--- src/rtl/mul_div_exec_unit_pkg.sv ---
// Shared types and constants for the RV32M multiply/divide execution unit:
// opcode and FSM encodings plus small datapath helpers.
package mul_div_exec_unit_pkg;

   localparam int XLEN  = 32;
   localparam int TAG_W = 6;

   typedef enum logic [2:0] {
      F3_MUL    = 3'b000,
      F3_MULH   = 3'b001,
      F3_MULHSU = 3'b010,
      F3_MULHU  = 3'b011,
      F3_DIV    = 3'b100,
      F3_DIVU   = 3'b101,
      F3_REM    = 3'b110,
      F3_REMU   = 3'b111
   } funct3_e;

   typedef enum logic [2:0] {
      ST_IDLE = 3'd0,
      ST_MUL  = 3'd1,
      ST_DIV  = 3'd2,
      ST_FIX  = 3'd3,
      ST_WB   = 3'd4
   } state_e;

   function automatic logic [XLEN-1:0] magnitude(input logic is_signed,
                                                 input logic [XLEN-1:0] value);
      logic [XLEN-1:0] mag;
      if (is_signed && value[XLEN-1]) begin
         mag = {XLEN{1'b0}} - value;
      end else begin
         mag = value;
      end
      return mag;
   endfunction

   // Architectural result for divide-by-zero, or for signed overflow where the
   // quotient is the dividend itself (0x80000000) and the remainder is zero.
   function automatic logic [XLEN-1:0] div_special_result(input logic div_by_zero,
                                                          input logic is_rem,
                                                          input logic [XLEN-1:0] dividend);
      logic [XLEN-1:0] res;
      if (div_by_zero) begin
         res = is_rem ? dividend : {XLEN{1'b1}};
      end else begin
         res = is_rem ? {XLEN{1'b0}} : dividend;
      end
      return res;
   endfunction

endpackage

--- src/rtl/mul_div_divider_iter.sv ---
// Radix-2 restoring divider on operand magnitudes. The start cycle loads the
// operands and performs the first step; done holds once all 32 bits are formed.
module mul_div_divider_iter
   import mul_div_exec_unit_pkg::*;
(
   input  logic            clk,
   input  logic            rst,
   input  logic            start,
   input  logic            is_signed,
   input  logic [XLEN-1:0] dividend,
   input  logic [XLEN-1:0] divisor,
   output logic            done,
   output logic [XLEN-1:0] quotient,
   output logic [XLEN-1:0] remainder
);

   localparam logic [5:0] STEPS = 6'd32;

   logic [XLEN-1:0] rem_r;
   logic [XLEN-1:0] quo_r;
   logic [XLEN-1:0] dvsr_r;
   logic [5:0]      cnt_r;
   logic [XLEN-1:0] src_rem_s;
   logic [XLEN-1:0] src_quo_s;
   logic [XLEN-1:0] src_dvsr_s;
   logic [XLEN:0]   shifted_s;
   logic [XLEN:0]   diff_s;
   logic            q_bit_s;
   logic [XLEN-1:0] next_rem_s;
   logic            running_s;

   assign running_s = (cnt_r != 6'd0) && (cnt_r != STEPS);

   // One restoring step; on start it works directly on the fresh operands.
   always_comb begin
      if (start) begin
         src_rem_s  = {XLEN{1'b0}};
         src_quo_s  = magnitude(is_signed, dividend);
         src_dvsr_s = magnitude(is_signed, divisor);
      end else begin
         src_rem_s  = rem_r;
         src_quo_s  = quo_r;
         src_dvsr_s = dvsr_r;
      end
      shifted_s = {src_rem_s, src_quo_s[XLEN-1]};
      diff_s    = shifted_s - {1'b0, src_dvsr_s};
      q_bit_s   = ~diff_s[XLEN];
      if (q_bit_s) begin
         next_rem_s = diff_s[XLEN-1:0];
      end else begin
         next_rem_s = shifted_s[XLEN-1:0];
      end
   end

   // Partial remainder, quotient shift register and step counter.
   always_ff @(posedge clk or negedge rst) begin
      if (!rst) begin
         rem_r  <= {XLEN{1'b0}};
         quo_r  <= {XLEN{1'b0}};
         dvsr_r <= {XLEN{1'b0}};
         cnt_r  <= 6'd0;
      end else if (start || running_s) begin
         rem_r  <= next_rem_s;
         quo_r  <= {src_quo_s[XLEN-2:0], q_bit_s};
         dvsr_r <= src_dvsr_s;
         cnt_r  <= start ? 6'd1 : (cnt_r + 6'd1);
      end else begin
         rem_r  <= rem_r;
         quo_r  <= quo_r;
         dvsr_r <= dvsr_r;
         cnt_r  <= cnt_r;
      end
   end

   assign done      = (cnt_r == STEPS);
   assign quotient  = quo_r;
   assign remainder = rem_r;

endmodule

--- src/rtl/mul_div_exec_unit.sv ---
// RV32M multiply/divide execution unit with CDB writeback handshake.
// Define MUL_DIV_EARLY_OUT_EN to retire divide-by-zero and signed overflow straight from IDLE.
module mul_div_exec_unit
   import mul_div_exec_unit_pkg::*;
#(
   parameter int MUL_LAT = 3
) (
   input  logic             clk,
   input  logic             rst,
   input  logic             issue_valid,
   input  logic [XLEN-1:0]  op1_data,
   input  logic [XLEN-1:0]  op2_data,
   input  logic [TAG_W-1:0] rd_tag,
   input  logic             rd_tag_valid,
   input  logic [2:0]       funct3,
   output logic             ex_done,
   output logic             busy,
   output logic             cdb_req,
   input  logic             cdb_grant,
   output logic [TAG_W-1:0] cdb_tag,
   output logic [XLEN-1:0]  cdb_data
);

   state_e           state_r;
   state_e           next_state_s;
   logic [XLEN-1:0]  op1_r;
   logic [XLEN-1:0]  op2_r;
   funct3_e          funct3_r;
   logic [TAG_W-1:0] tag_r;
   logic [3:0]       cnt_r;
   logic [XLEN-1:0]  result_r;

   logic             accept_s;
   logic             early_s;
   logic             mul_last_s;
   logic             a_sign_s;
   logic             b_sign_s;
   logic [63:0]      a_ext_s;
   logic [63:0]      b_ext_s;
   logic [63:0]      product_s;
   logic [XLEN-1:0]  mul_result_s;
   logic             div_start_s;
   logic             div_done_s;
   logic [XLEN-1:0]  div_quo_s;
   logic [XLEN-1:0]  div_rem_s;
   logic             div_signed_s;
   logic             quo_neg_s;
   logic             rem_neg_s;
   logic [XLEN-1:0]  quo_fix_s;
   logic [XLEN-1:0]  rem_fix_s;
   logic [XLEN-1:0]  fix_result_s;
   logic             busy_s;
   logic             cdb_req_s;
   logic             ex_done_s;

   assign accept_s   = (state_r == ST_IDLE) && issue_valid && rd_tag_valid;
   assign mul_last_s = (cnt_r == 4'(MUL_LAT - 1));

`ifdef MUL_DIV_EARLY_OUT_EN
   assign early_s = funct3[2] &
                    ((op2_data == 32'd0) |
                     (~funct3[0] & (op1_data == 32'h8000_0000) & (op2_data == 32'hFFFF_FFFF)));
`else
   assign early_s = 1'b0;
`endif

   // 33-bit sign/zero extension, widened further so a plain 64-bit multiply is exact.
   assign a_sign_s  = op1_r[XLEN-1] & ((funct3_r == F3_MULH) | (funct3_r == F3_MULHSU));
   assign b_sign_s  = op2_r[XLEN-1] & (funct3_r == F3_MULH);
   assign a_ext_s   = {{XLEN{a_sign_s}}, op1_r};
   assign b_ext_s   = {{XLEN{b_sign_s}}, op2_r};
   assign product_s = a_ext_s * b_ext_s;

   // Select low or high product half by opcode.
   always_comb begin
      case (funct3_r)
         F3_MUL:                        mul_result_s = product_s[XLEN-1:0];
         F3_MULH, F3_MULHSU, F3_MULHU:  mul_result_s = product_s[63:XLEN];
         default:                       mul_result_s = product_s[XLEN-1:0];
      endcase
   end

   assign div_start_s = accept_s & funct3[2] & ~early_s;

   mul_div_divider_iter u_divider (
      .clk       (clk),
      .rst       (rst),
      .start     (div_start_s),
      .is_signed (~funct3[0]),
      .dividend  (op1_data),
      .divisor   (op2_data),
      .done      (div_done_s),
      .quotient  (div_quo_s),
      .remainder (div_rem_s)
   );

   // Sign fix-up of the magnitude results; divide-by-zero bypasses the sign rules.
   always_comb begin
      div_signed_s = ~funct3_r[0];
      quo_neg_s    = div_signed_s & (op1_r[XLEN-1] ^ op2_r[XLEN-1]);
      rem_neg_s    = div_signed_s & op1_r[XLEN-1];
      quo_fix_s    = quo_neg_s ? ({XLEN{1'b0}} - div_quo_s) : div_quo_s;
      rem_fix_s    = rem_neg_s ? ({XLEN{1'b0}} - div_rem_s) : div_rem_s;
      if (op2_r == 32'd0) begin
         fix_result_s = div_special_result(1'b1, funct3_r[1], op1_r);
      end else if (funct3_r[1]) begin
         fix_result_s = rem_fix_s;
      end else begin
         fix_result_s = quo_fix_s;
      end
   end

   // FSM state register.
   always_ff @(posedge clk or negedge rst) begin
      if (!rst) begin
         state_r <= ST_IDLE;
      end else begin
         state_r <= next_state_s;
      end
   end

   // Next-state and handshake outputs; ex_done follows the grant in the same cycle.
   always_comb begin
      next_state_s = state_r;
      busy_s       = (state_r != ST_IDLE);
      cdb_req_s    = 1'b0;
      ex_done_s    = 1'b0;
      case (state_r)
         ST_IDLE: begin
            if (accept_s) begin
               if (!funct3[2]) begin
                  next_state_s = ST_MUL;
               end else if (early_s) begin
                  next_state_s = ST_WB;
               end else begin
                  next_state_s = ST_DIV;
               end
            end else begin
               next_state_s = ST_IDLE;
            end
         end
         ST_MUL: begin
            if (mul_last_s) begin
               next_state_s = ST_WB;
            end else begin
               next_state_s = ST_MUL;
            end
         end
         ST_DIV: begin
            if (div_done_s) begin
               next_state_s = ST_FIX;
            end else begin
               next_state_s = ST_DIV;
            end
         end
         ST_FIX: next_state_s = ST_WB;
         ST_WB: begin
            cdb_req_s = 1'b1;
            if (cdb_grant) begin
               ex_done_s    = 1'b1;
               next_state_s = ST_IDLE;
            end else begin
               next_state_s = ST_WB;
            end
         end
         default: next_state_s = ST_IDLE;
      endcase
   end

   // Operand capture, multiply latency counter and result register.
   always_ff @(posedge clk or negedge rst) begin
      if (!rst) begin
         op1_r    <= {XLEN{1'b0}};
         op2_r    <= {XLEN{1'b0}};
         funct3_r <= F3_MUL;
         tag_r    <= {TAG_W{1'b0}};
         cnt_r    <= 4'd0;
         result_r <= {XLEN{1'b0}};
      end else if (accept_s) begin
         op1_r    <= op1_data;
         op2_r    <= op2_data;
         funct3_r <= funct3_e'(funct3);
         tag_r    <= rd_tag;
         cnt_r    <= 4'd0;
         if (early_s) begin
            result_r <= div_special_result(op2_data == 32'd0, funct3[1], op1_data);
         end else begin
            result_r <= result_r;
         end
      end else if (state_r == ST_MUL) begin
         cnt_r <= cnt_r + 4'd1;
         if (mul_last_s) begin
            result_r <= mul_result_s;
         end else begin
            result_r <= result_r;
         end
      end else if (state_r == ST_FIX) begin
         result_r <= fix_result_s;
      end else begin
         result_r <= result_r;
      end
   end

   assign busy     = busy_s;
   assign cdb_req  = cdb_req_s;
   assign ex_done  = ex_done_s;
   assign cdb_tag  = tag_r;
   assign cdb_data = result_r;

endmodule

--- config.mk ---
export PLATFORM = sky130hd
export DESIGN_NAME = mul_div_exec_unit
export DESIGN_NICKNAME = d
export VERILOG_FILES = /design/src/rtl/mul_div_exec_unit_pkg.sv /design/src/rtl/mul_div_divider_iter.sv /design/src/rtl/mul_div_exec_unit.sv
export SDC_FILE = /design/constraint.sdc
export NUM_CORES = 2
export LEC_CHECK = 0
export BUFFER_PORTS_ARGS = -buffer_cell sky130_fd_sc_hd__buf_2
export CAP_MARGIN = 20
export CORE_MARGIN = 5
export CORE_UTILIZATION = 50
export CTS_CLUSTER_SIZE = 25
export DETAILED_ROUTE_END_ITERATION = 10
export PLACE_DENSITY = 0.76
export SLEW_MARGIN = 20
export SYNTH_ARGS = -nofsm -noshare
export SYNTH_HDL_FRONTEND = slang
export SYNTH_SLANG_ARGS = --single-unit
--- constraint.sdc ---
create_clock -name clk -period 18.9 [get_ports clk]
set_clock_uncertainty 0.15 [all_clocks]
set_input_delay 1.89 -clock clk [delete_from_list [all_inputs] [get_ports clk]]
set_output_delay 1.89 -clock clk [all_outputs]
set_load 0.01 [all_outputs]
* Word-level counts from Yosys, hierarchy flattened
Index checks and enable logic that the tools add are counted.
Cells by class: $add $sub $neg 7, $mul 1, equal/unequal tests 11, muxes and demuxes 27, bitwise logic cells 11, reduce and logical (&&, ||, !) cells 14
Operators with widths (number):
- $mux W32 | 15
- $sub A1 B32 Y32 const A | 4
- $mul A33 B33 Y64 | 1
- $sub A33 B32 Y33 | 1
- $logic_not A32 Y1 | 1
- $pmux W3 S5 | 1
- $eq A3 B2 Y1 const B | 4
- $mux W3 | 3
- $mux W4 | 2
- $add A6 B1 Y6 const B | 1
- $eq A3 B1 Y1 const B | 2
- $eq A6 B6 Y1 const B | 1
- $mux W6 | 1
- $ne A6 B6 Y1 const B | 1
- $reduce_bool A6 Y1 | 1
- $and A1 B1 Y1 | 5
- $logic_and A1 B1 Y1 | 5
- $add A4 B1 Y4 const B | 1
- $eq A4 B2 Y1 const B | 1
- $mux W1 | 4
- $not A1 Y1 | 4
- $reduce_bool A2 Y1 | 2
- $eq A3 B3 Y1 const B | 1
- $logic_not A3 Y1 | 1
- 8 further kinds | 8
Storage, ports and cells: bits in registers 214, bits of input ports 78, output and inout port bits 41, logic and storage cells 82

* Logic depth before layout (Yosys ltp)
depth in word-level cells 7, mapped depth 32, gate-level depth less buffers 29

* Cells and area by module
From an unflattened synthesis, not the netlist that was laid out.
Unflattened totals: cells, all modules 6029, area total of the unflattened synthesis 52856.9 um^2
By module, submodules not included:
- mul_div_exec_unit | times used 1, cells an instance 5050, area each 45082.0 um^2, seq. area each 2802.7 um^2
- mul_div_divider_iter | times used 1, cells an instance 979, area each 7775.0 um^2, seq. area each 2552.4 um^2

* Worst setup path after synthesis
OpenSTA, ideal clock, no wires.
path kind register to register, start point reg funct3_r[1], end point reg result_r[30], in the netlist cdb_data[30], setup time 0.069 ns, arrival 8.479 ns, data required time 18.681 ns, setup slack 10.202 ns, stages on the path, launching flop included 33, path buffers 4, period minus slack after synthesis 8.698 ns, cells stage by stage dfrtp_1 > clkbuf_1 > clkbuf_1 > xnor2_1 > nor2_1 > clkbuf_1 > nand2_1 > inv_1 > fa_1 > inv_1 > fa_1 > inv_1 > fa_1 > inv_1 > fa_1 > inv_1 > fa_1 > fa_1 > fa_1 > inv_1 > fa_1 > inv_1 > ha_1 > clkbuf_1 > nand2_1 > nor2_1 > and3_1 > nand3_1 > a211oi_1 > nor2_1 > o211a_1 > or4_1 > nand3_1
Between the ends: cells in the longest elaborated chain, start to end 7, elaborated cells between the ends (all ways) 15, those cells by class mul: 1; eq/ne: 3; mux: 7; bitwise: 3; reduce/logical: 1
Ends and longest elaborated chain:
- from (decl) | RTL line mul_div_exec_unit.sv:28 | funct3_e funct3_r;
- from (signal assigned) | RTL line mul_div_exec_unit.sv:182 | funct3_r <= funct3_e'(funct3);
- $eq A3 B1 Y1 / $eq A3 B2 Y1 (equally long branches) | RTL line mul_div_exec_unit.sv:68, mul_div_exec_unit.sv:69, mul_div_exec_unit.sv:76
- $or A1 B1 Y1 | RTL line mul_div_exec_unit.sv:68 | assign a_sign_s = op1_r[XLEN-1] & ((funct3_r == F3_MULH) | (funct3_r == F3_MULHSU));
- $and A1 B1 Y1 | RTL line mul_div_exec_unit.sv:68
- $mul A33 B33 Y64 | RTL line mul_div_exec_unit.sv:72 | assign product_s = a_ext_s * b_ext_s;
- $mux W32 | RTL line mul_div_exec_unit.sv:76 | case (funct3_r)
- $mux W32 | RTL line mul_div_exec_unit.sv:192 | if (mul_last_s) begin
- $mux W32 * | RTL line mul_div_exec_unit.sv:190 | end else if (state_r == ST_MUL) begin
- to (signal assigned) | RTL line mul_div_exec_unit.sv:188 | result_r <= result_r;
- to (signal assigned) | RTL line mul_div_exec_unit.sv:193 | result_r <= mul_result_s;
- to (signal assigned) | RTL line mul_div_exec_unit.sv:195 | result_r <= result_r;
- to (decl) | RTL line mul_div_exec_unit.sv:31 | logic [XLEN-1:0] result_r;
Mark *: on every way between the ends. The rest lies on a longest branch, timed or not. The select of a mux whose other input is x is not followed. A chain may end at the register's enable or synchronous reset.

* Worst setup path in the final report
start point reg op1_r[31], end point reg result_r[25], in the netlist cdb_data[25]
Between the ends: cells in the longest elaborated chain, start to end 7, elaborated cells between the ends (all ways) 13, those cells by class mul: 1; mux: 8; bitwise: 4
Ends and longest elaborated chain:
- from (decl) | RTL line mul_div_exec_unit.sv:26 | logic [XLEN-1:0] op1_r;
- from (signal assigned) | RTL line mul_div_exec_unit.sv:173 | op1_r <= {XLEN{1'b0}};
- from (signal assigned) | RTL line mul_div_exec_unit.sv:180 | op1_r <= op1_data;
- parallel branches: the longest is 6 deep, another holds $mul A33 B33 Y64
- $mux W32 * | RTL line mul_div_exec_unit.sv:190
- to (signal assigned) | RTL line mul_div_exec_unit.sv:193
- to (signal assigned) | RTL line mul_div_exec_unit.sv:198 | result_r <= fix_result_s;
- to (signal assigned) | RTL line mul_div_exec_unit.sv:200 | result_r <= result_r;
Mark *: on every way between the ends. The select of a mux whose other input is x is not followed.

==> qor.yml <==
yosys-top-cells-count: "inv_1 (1,230), fa_1 (1,126), nand2_1 (992), clkbuf_1 (356), and2_1 (345)"
yosysSeqAreaShare_pct: 10.19
synthesis.area_mm2: 0.05257
cp_slowest_cell: "fa_2"
synth_cell_types: 80
ys_seq_elements: 214
postCtsSetupBuffers: 0
synth_fp_nets: 7434
cts_buffers: 23
cp_max_fo: 38
synthTopCellsByArea: "fa_1 (43%), dfrtp_1 (10%), inv_1 (8.8%), nand2_1 (7.1%), ha_1 (6.0%)"
tightest_slew_ps: 1067
synth_compound_area_share_pct: 8.420
synth_most_common_cell: "inv_1"
hold_class: "reg -> reg"
drt-total-wl_um: 163900
hold_depth: 2
cts_hold_buf: 0
io_pins: 119
yosys_warnings: 0
rows: 119
r2r_cells: 28
finalSetupViolations: 0
die_h_um: 334.3
max-cap-violations: 0
area_growth_pct: 4.555
avgRoutedWirePerCell_um: 22.62
synth_cells: 5977
crit_type: "reg -> reg"
overflow: 0
nets: 7293
status: "complete, no violations"
yosys.area.top_type_share_pct: 42.88
clk_latency_ps: 540
cts_root_buffer: "clkbuf_16"
synth.area.mux_share_pct: 1.756
gp_congestion: 1.048
grt_max_degree: 86
antenna_left: 0
worstSetupEndpointType: "flop"
fin_crit_sh_pct: 50.24
crit_family: "adder cells"
slew_headroom_pct: 28.71
hold_viol_final: 0
ys_async_sr_fraction_pct: 100.0
place_hpwl_um: 126400
synthXorXnorAreaFrac_pct: 3.548
synth_top_family_by_area: "adder cells"
io_buffer_count: 118
arrival_ps: 9800
startpoint_type: "flop"
fin_crit_ps: 9495
via_per_inst: 5.777
critical_path_required_ps: 19200
dieArea_mm2: 0.1117
grt_pass1_wl_um: 259200
synth_fa_ha_area_share_pct: 48.90
cts-htree-levels: 1
cts_buffer_depth: 3
maxSlewViolCount: 0
fin_area_mm2: 0.05497
cts.repair.resized: 0
drc: 0
layout-drive-gt1-share_pct: 6.271
cts_tree: "done"
setup_tns_ps: 0
rsz0062_at_grt: "no"
core_mm2: 0.1048
vias: 41871
critPathBufInv: 9
max_freq_ghz: 0.1053
critical_path.max_stage_delay_ps: 560
die_x_um: 334.3
initial_utilization_pct: 50.16
antenna_found_initial: 7
grt_pass1_vias: 45013
yosys.area_share.simple_pct: 15.75
cp.depth: 28
drtIter0Drc: 3598
first_pass_iters: 6
synth.largest_area_cell: "fa_1"
ys.flop_type: "dfrtp_1"
post-route-util_pct: 52.44
cts.sinks: 214
path_clk_slew_ps: 70
place_area_mm2: 0.05421
syn_avg_cell_area_um2: 8.796
synth_edf_count: 0
gr-usage-all-layers_pct: 29.70
-- sequential cells by signal, indices dropped and copies added, names as in the netlist --
register / cells
cdb_data: 32
cdb_tag: 6
cnt_r: 4
funct3_r: 3
op1_r: 32
op2_r: 32
state_r: 3
u_divider.cnt_r: 6
u_divider.dvsr_r: 32
u_divider.quotient: 32
u_divider.remainder: 32
-- layout make-up --
type / count / area (um2)
fill: 9569 / 49850
inverter: 1230 / 4617
clock buffer: 27 / 600.6
timing repair buffer: 205 / 1254
tap: 1391 / 1740
clock inverter: 14 / 136.4
sequential: 214 / 5360
multi-input combinational: 4162 / 41250
antenna: 5 / 12.51
-- through the flow --
stage	worst slack (ps)	cells	hold WS, ps
detailed placement	9423	7202	304.8
floorplan	10200	5977	284.1
CTS	9391	7243	319.7
finish	9405	7248	324.0
global placement	9577	7202	296.1
global route	8955	7244	342.4
-- cell usage in the layout (no fill, tap or decap), types with 70 or more instances in the layout --
cell type / synthesis / final
inv_1: 1230 / 1230
fa_1: 1126 / 1125
nand2_1: 992 / 991
and2_1: 345 / 344
ha_1: 253 / 253
nor2_1: 220 / 218
dfrtp_1: 214 / 210
a21oi_1: 182 / 182
o21ai_0: 130 / 130
xnor2_1: 124 / 124
buf_2: 3 / 117
xor2_1: 89 / 89
buf_4: 0 / 87
mux2_2: 74 / 74
a21o_1: 70 / 70
-- metal layers --
| metal | track usage (%) | vias up | wire length, um |
|---|---|---|---|
| met5 | 0 | - | 0 |
| met4 | 14.41 | 0 | 10390 |
| met3 | 5.383 | 549 | 16090 |
| met2 | 48.40 | 2245 | 75850 |
| met1 | 38.59 | 21250 | 61590 |
| li1 | - | 17827 | - |
-- logic make-up after synthesis --
group / Yosys count
AOI/OAI and AO/OA: 686
xor gates and xnor gates: 213
adders and majority gates: 1379
buffers and inverters: 1601
DFF: 214
muxes: 83
and+or+nand+nor: 1801
-- final timing paths --
kind / start / endpoint / slack, ps
max in group asynchronous: rst / op1_r[3] / 16010
worst max-delay path: op1_r[31] / cdb_data[25] / 9410
min in group asynchronous: rst / cnt_r[1] / 1220
worst max register to register: op1_r[31] / cdb_data[25] / 9410
worst min-delay path: u_divider.dvsr_r[18] / u_divider.dvsr_r[18] / 320
worst min register to register: u_divider.dvsr_r[18] / u_divider.dvsr_r[18] / 320
-- worst min-delay path, stage by stage (launching register included) --
cell,delay [ps]
dfrtp_1,330
nand2_1,50
nand2_1,70
Power is left out: the tool's default activity adds up to more than one toggle a clock period on the data nets, which glitch-free logic cannot reach.
